[src/rtl/uart_rx_pkg.sv]
// Shared types and constants for the UART receive path.
package uart_rx_pkg;

  // Frame tracking states
  typedef enum logic [2:0] {
    IDLE   = 3'd0,
    DATA   = 3'd1,
    PARITY = 3'd2,
    STOP1  = 3'd3,
    STOP2  = 3'd4
  } rx_state_e;

  // par_type encoding
  localparam logic PAR_EVEN = 1'b0;
  localparam logic PAR_ODD  = 1'b1;

  // two_stop encoding
  localparam logic STOP_ONE = 1'b0;
  localparam logic STOP_TWO = 1'b1;

  // Smallest Prescale for which the edge counter produces a usable strobe
  localparam int unsigned MIN_PRESCALE = 32'd2;

endpackage : uart_rx_pkg

[src/rtl/uart_parity_calc.sv]
// Expected parity bit for a data word; shared between the RX and TX paths.
module uart_parity_calc
  import uart_rx_pkg::*;
#(
  parameter int DATA_WIDTH = 8
) (
  input  logic [DATA_WIDTH-1:0] data_i,
  input  logic                  par_type_i,
  output logic                  par_o
);

  // Even parity makes the total count of ones even; odd parity inverts it
  assign par_o = (par_type_i == PAR_ODD) ? ~(^data_i) : (^data_i);

endmodule : uart_parity_calc

[src/rtl/uart_rx_frame_check.sv]
// UART receive frame checker: assembles data bits, checks parity and stop
// bits, and flags breaks for one frame at a time on the shared edge counter.
module uart_rx_frame_check
  import uart_rx_pkg::*;
#(
  parameter int PRESCALE_WIDTH = 6,
  parameter int DATA_WIDTH     = 8
) (
  input  logic                      clk,
  input  logic                      reset_n,
  input  logic [PRESCALE_WIDTH-1:0] Prescale,
  input  logic [PRESCALE_WIDTH-1:0] edge_cnt,
  input  logic                      sampled_bit,
  input  logic                      frame_start,
  input  logic                      par_en,
  input  logic                      par_type,
  input  logic                      two_stop,
  output logic                      busy,
  output logic [DATA_WIDTH-1:0]     data_out,
  output logic                      frame_done,
  output logic                      data_valid,
  output logic                      par_err,
  output logic                      stp_err,
  output logic                      brk_det
);

  localparam int CNT_W = $clog2(DATA_WIDTH + 1);
  localparam logic [CNT_W-1:0] LAST_BIT = CNT_W'(DATA_WIDTH - 1);
  localparam logic [PRESCALE_WIDTH-1:0] MIN_PS = PRESCALE_WIDTH'(MIN_PRESCALE);

  rx_state_e               state_q, state_d;
  logic [CNT_W-1:0]        bit_cnt_q, bit_cnt_d;
  logic [DATA_WIDTH-1:0]   data_q, data_d;
  logic                    busy_q, busy_d;
  logic                    done_q, done_d;
  logic                    valid_q, valid_d;
  logic                    par_err_q, par_err_d;
  logic                    stp_err_q, stp_err_d;
  logic                    brk_q, brk_d;
  logic                    zero_q, zero_d;      // every line bit so far was 0
  logic                    par_en_q, par_en_d;
  logic                    par_type_q, par_type_d;
  logic                    two_stop_q, two_stop_d;

  logic [PRESCALE_WIDTH-1:0] prescale_m1_s;
  logic                      prescale_ok_s;
  logic                      strobe_s;
  logic                      exp_par_s;

  assign prescale_m1_s = Prescale - PRESCALE_WIDTH'(1);
  assign prescale_ok_s = (Prescale >= MIN_PS);
  assign strobe_s      = busy_q && (edge_cnt == prescale_m1_s);

  uart_parity_calc #(
    .DATA_WIDTH (DATA_WIDTH)
  ) u_parity (
    .data_i     (data_q),
    .par_type_i (par_type_q),
    .par_o      (exp_par_s)
  );

  // Next-state and output computation for the frame FSM
  always_comb begin
    state_d    = state_q;
    bit_cnt_d  = bit_cnt_q;
    data_d     = data_q;
    done_d     = 1'b0;
    valid_d    = 1'b0;
    par_err_d  = par_err_q;
    stp_err_d  = stp_err_q;
    brk_d      = brk_q;
    zero_d     = zero_q;
    par_en_d   = par_en_q;
    par_type_d = par_type_q;
    two_stop_d = two_stop_q;

    if (frame_start && prescale_ok_s) begin
      // A new start bit always wins, aborting any frame in progress
      state_d    = DATA;
      bit_cnt_d  = '0;
      data_d     = '0;
      par_err_d  = 1'b0;
      stp_err_d  = 1'b0;
      brk_d      = 1'b0;
      zero_d     = 1'b1;
      par_en_d   = par_en;
      par_type_d = par_type;
      two_stop_d = two_stop;
    end else if (strobe_s) begin
      case (state_q)
        DATA: begin
          data_d = {sampled_bit, data_q[DATA_WIDTH-1:1]};
          zero_d = zero_q & ~sampled_bit;
          if (bit_cnt_q == LAST_BIT) begin
            bit_cnt_d = '0;
            state_d   = par_en_q ? PARITY : STOP1;
          end else begin
            bit_cnt_d = bit_cnt_q + CNT_W'(1);
          end
        end
        PARITY: begin
          par_err_d = (sampled_bit != exp_par_s);
          zero_d    = zero_q & ~sampled_bit;
          state_d   = STOP1;
        end
        STOP1: begin
          stp_err_d = stp_err_q | ~sampled_bit;
          brk_d     = zero_q & ~sampled_bit;
          if (two_stop_q == STOP_TWO) begin
            state_d = STOP2;
          end else begin
            state_d = IDLE;
            done_d  = 1'b1;
            valid_d = ~(par_err_q | stp_err_q | ~sampled_bit);
          end
        end
        STOP2: begin
          stp_err_d = stp_err_q | ~sampled_bit;
          state_d   = IDLE;
          done_d    = 1'b1;
          valid_d   = ~(par_err_q | stp_err_q | ~sampled_bit);
        end
        default: begin
          state_d = IDLE;
        end
      endcase
    end else begin
      state_d = state_q;
    end

    busy_d = (state_d != IDLE);
  end

  // Frame state and output registers
  always_ff @(posedge clk or negedge reset_n) begin
    if (!reset_n) begin
      state_q    <= IDLE;
      bit_cnt_q  <= '0;
      data_q     <= '0;
      busy_q     <= 1'b0;
      done_q     <= 1'b0;
      valid_q    <= 1'b0;
      par_err_q  <= 1'b0;
      stp_err_q  <= 1'b0;
      brk_q      <= 1'b0;
      zero_q     <= 1'b0;
      par_en_q   <= 1'b0;
      par_type_q <= PAR_EVEN;
      two_stop_q <= STOP_ONE;
    end else begin
      state_q    <= state_d;
      bit_cnt_q  <= bit_cnt_d;
      data_q     <= data_d;
      busy_q     <= busy_d;
      done_q     <= done_d;
      valid_q    <= valid_d;
      par_err_q  <= par_err_d;
      stp_err_q  <= stp_err_d;
      brk_q      <= brk_d;
      zero_q     <= zero_d;
      par_en_q   <= par_en_d;
      par_type_q <= par_type_d;
      two_stop_q <= two_stop_d;
    end
  end

  assign busy       = busy_q;
  assign data_out   = data_q;
  assign frame_done = done_q;
  assign data_valid = valid_q;
  assign par_err    = par_err_q;
  assign stp_err    = stp_err_q;
  assign brk_det    = brk_q;

endmodule : uart_rx_frame_check

[config.mk]
export PLATFORM = sky130hd
export DESIGN_NAME = uart_rx_frame_check
export DESIGN_NICKNAME = d
export VERILOG_FILES = /design/src/rtl/uart_rx_pkg.sv /design/src/rtl/uart_parity_calc.sv /design/src/rtl/uart_rx_frame_check.sv
export SDC_FILE = /design/constraint.sdc
export NUM_CORES = 1
export LEC_CHECK = 0
export ABC_AREA = 1
export CAP_MARGIN = 15
export CORE_MARGIN = 2
export CORE_UTILIZATION = 46
export DETAILED_ROUTE_END_ITERATION = 10
export HOLD_SLACK_MARGIN = 0.15
export PLACE_DENSITY_LB_ADDON = 0.1
export SLEW_MARGIN = 25
export SYNTH_ARGS = -nofsm -noshare
export SYNTH_HDL_FRONTEND = slang
export SYNTH_HIERARCHICAL = 1
export SYNTH_SLANG_ARGS = --single-unit
[constraint.sdc]
create_clock -name clk -period 1.4 [get_ports clk]
set_input_delay 0.21 -clock clk [delete_from_list [all_inputs] [get_ports clk]]
set_output_delay 0.21 -clock clk [all_outputs]
set_load 0.01 [all_outputs]
==> flow_summary.ini <==
[setup_path]
startpoint_type = flip-flop
cp_cell_sequence = buf_4 > xor2_2 > nand3_1 > nand2_1 > nand2_1 > nand2_1 > inv_2 > xor2_2 > nand4_1 > nand2_1
cpMaxStageDelayCell = dfrtp_1
r2r_start = data_out[7]
cpPeakStageDelay_ns = 0.41
required_ns = 1.65
cpMostUsedCell = nand2_1
criticalPathCategory = flip-flop to flip-flop
cp.arrival_ns = 1.71
worstPathMaxFanout = 2
regToRegEndpoint = par_err
endpoint_kind = flip-flop
r2r_cells = 10
r2r_slack_ns = -0.05

[route]
vias_per_cell = 4.83
drc = 0
first_iter_violations = 79
routedWlPerCell_um = 12.4
drtAntennaViolNets = 0
drt-total-wl_um = 4430
firstDrtPassIters = 4
via_count = 1725

[clocking]
clock_latency_ns = 0.35
clock_path_buffers = 2
clk_pin_slew_worst_paths_ns = 0.15
htree_levels = 1
cts_tree = done
clock_sinks = 25
cts.hold.buffers_added = 0
cts_made_buffers = 3
root_buffer = clkbuf_4

[flow_run]
max_cap_viol_count = 0

[synth]
avgSynthCellArea_sq_um = 6.85
synth_compound_area_share_pct = 5.44
yosys.area.top_type_share_pct = 38.9
syn_nets = 257
synth_area_leaders = dfrtp_1 39%, nand2_1 19%, nand3_1 9.3%, inv_1 7.7%, nor2_1 3.0%
synth_top_family_by_area = simple AND/OR/NAND/NOR gates
synth-seq-area-share_pct = 38.9
netlist_top_cells_count = 81 x nand2_1, 33 x inv_1, 30 x nand3_1
muxShareOfSynthArea_pct = 0
yosys.area_share.simple_pct = 40.3
yosysMostFrequentCell = nand2_1
synthCells = 235
syn_area_sq_mm = 0.00161
synth_seq_cells = 25
netlist-cell-type-count = 24
synthFlopType = dfrtp_1
synth_xor_xnor_area_share_pct = 3.19
yosys.area.top_type = dfrtp_1
synth_warnings = 6
async_flop_share_pct = 100
synth_edf_count = 0
synth_adder_area_share_pct = 2.33

[place]
placed_area_sq_mm = 0.00221
place.gp.congestion = 0.916
numPortBuffers = 32
hpwlAfterDp_um = 2700

[die]
initial_core_util_pct = 48.3
core_sq_mm = 0.00334
row_count = 21
dieArea_sq_mm = 0.00399
ioPinCount = 33
die_h_um = 63.2
fp.dieW_um = 63.2

[sta]
fin_ws_ns = -0.0530
finalCritPeriodShare_pct = 104
rsz0062_at_grt = true
tightest_slew_ns = 0.327
hold_violations = 0
clock-skew-final_ns = 0.00530
period_needed_ns = 1.45
maxSlewViolCount = 0
finalSetupViolCount = 1
fin_setup_tns_ns = -0.0530
fmax_mhz = 688
relSlewSlack_pct = 78.0

[final_layout]
filler_cell_count = 247
diodes = 0
nets = 334
fin_area_sq_mm = 0.00264
drive_above_1_share_pct = 39.2
final_util_pct = 79.2
seq_area_sq_um = 626
synthToLayoutAreaGrowth_pct = 64.2
multi_input_area_sq_mm = 0.00109

[status]
violations = setup timing
outcome = finished with violations

[global_routing]
grt_overflow = 0
first_global_vias = 1734
grt_max_degree = 26
grt_first_pass_wirelength_um = 7260
grtUsageTotal_pct = 23.2
grt_antenna_before_repair = 0

[power]
fin_total_pwr_mw = 1.53
ir_drop_mv = 0.349
p_leak_nw = 1.40
powerDensity_mw_per_mm2 = 578

[hold_path]
worstHoldPathType = primary input to async pin
kinds of logic (layout without fill, tap and decap cells):
group | count (synthesis) | after routing
buf+inv | 40 | 116
simple gates | 146 | 146
xor+xnor | 5 | 5
flops | 25 | 25
compound gates | 16 | 16
fa+ha+maj | 3 | 3
worst max path at each step:
stage                       end        start
CTS                     par_err  data_out[4]
finish                  par_err  data_out[7]
global route            par_err  data_out[1]
floorplan           data_out[3]  Prescale[0]
detailed placement         busy  Prescale[1]
global placement           busy  Prescale[1]
stage by stage:
step	instances	setup slack [ns]	hold WS [ns]
floorplan	235	0.0134	-0.0856
global placement	333	-0.617	0.457
detailed placement	333	-0.607	0.462
CTS	354	-0.0588	0.233
global route	357	-0.191	0.238
finish	357	-0.0530	0.209
layout make-up:
cell class / count / share of cell area, %
Sequential cell: 25 / 23.7
Multi-Input combinational cell: 170 / 41.3
Inverter: 36 / 5.58
Clock inverter: 1 / 0.189
Clock buffer: 3 / 0.852
Tap cell: 46 / 2.18
Timing Repair Buffer: 76 / 26.2
report_power, final:
part | leakage [nW] | internal [mW] | switching (mW) | total (mW)
Sequential | 0.329 | 0.747 | 0.0164 | 0.763
Combinational | 1.06 | 0.191 | 0.215 | 0.406
Clock | 0.0177 | 0.108 | 0.251 | 0.359
Total | 1.40 | 1.05 | 0.482 | 1.53
placed cells by master, fill, tap and decap left out, drive strengths merged:
cell and count:
a21oi 3, buf 44, clkbuf 6, clkdlybuf4s15 2, clkdlybuf4s50 8, clkinv 1, dfrtp 25, dlygate4sd2 13
dlymetal6s2s 6, ha 3, inv 36, nand2 88, nand3 31, nand3b 1, nand4 4, nor2 15
nor3 7, o21ai 13, xnor2 2, xor2 3
critical path, delay by kind of cell (launching register included):
kind	cells	cell delay [ns]
buf+inv	2	0.18
xor+xnor	2	0.30
simple gates	6	0.47
flops	1	0.41
registers in the layout (all words and copies together) (netlist names):
name,flops
data_valid,1
bit_cnt_q,4
two_stop_q,1
busy,1
stp_err,1
par_type_q,1
data_out,8
frame_done,1
par_en_q,1
state_q,3
par_err,1
zero_q,1
brk_det,1
layer usage:
layer	vias to the layer above	global-route usage [%]	part of all wire [%]
met1	778	27.0	41
met2	43	42.0	52
met4	0	9.72	1.9
met5	-	0	0
met3	9	3.39	4.2
li1	895	-	-
timing repair:
action                     4_1_cts  5_1_grt
pin swaps                       12       30
gates resized for setup         46       59
cloned                           1        0
setup buffers                   16        4
setup endpoints to repair       39       26
(Power assumes the default switching activity.)
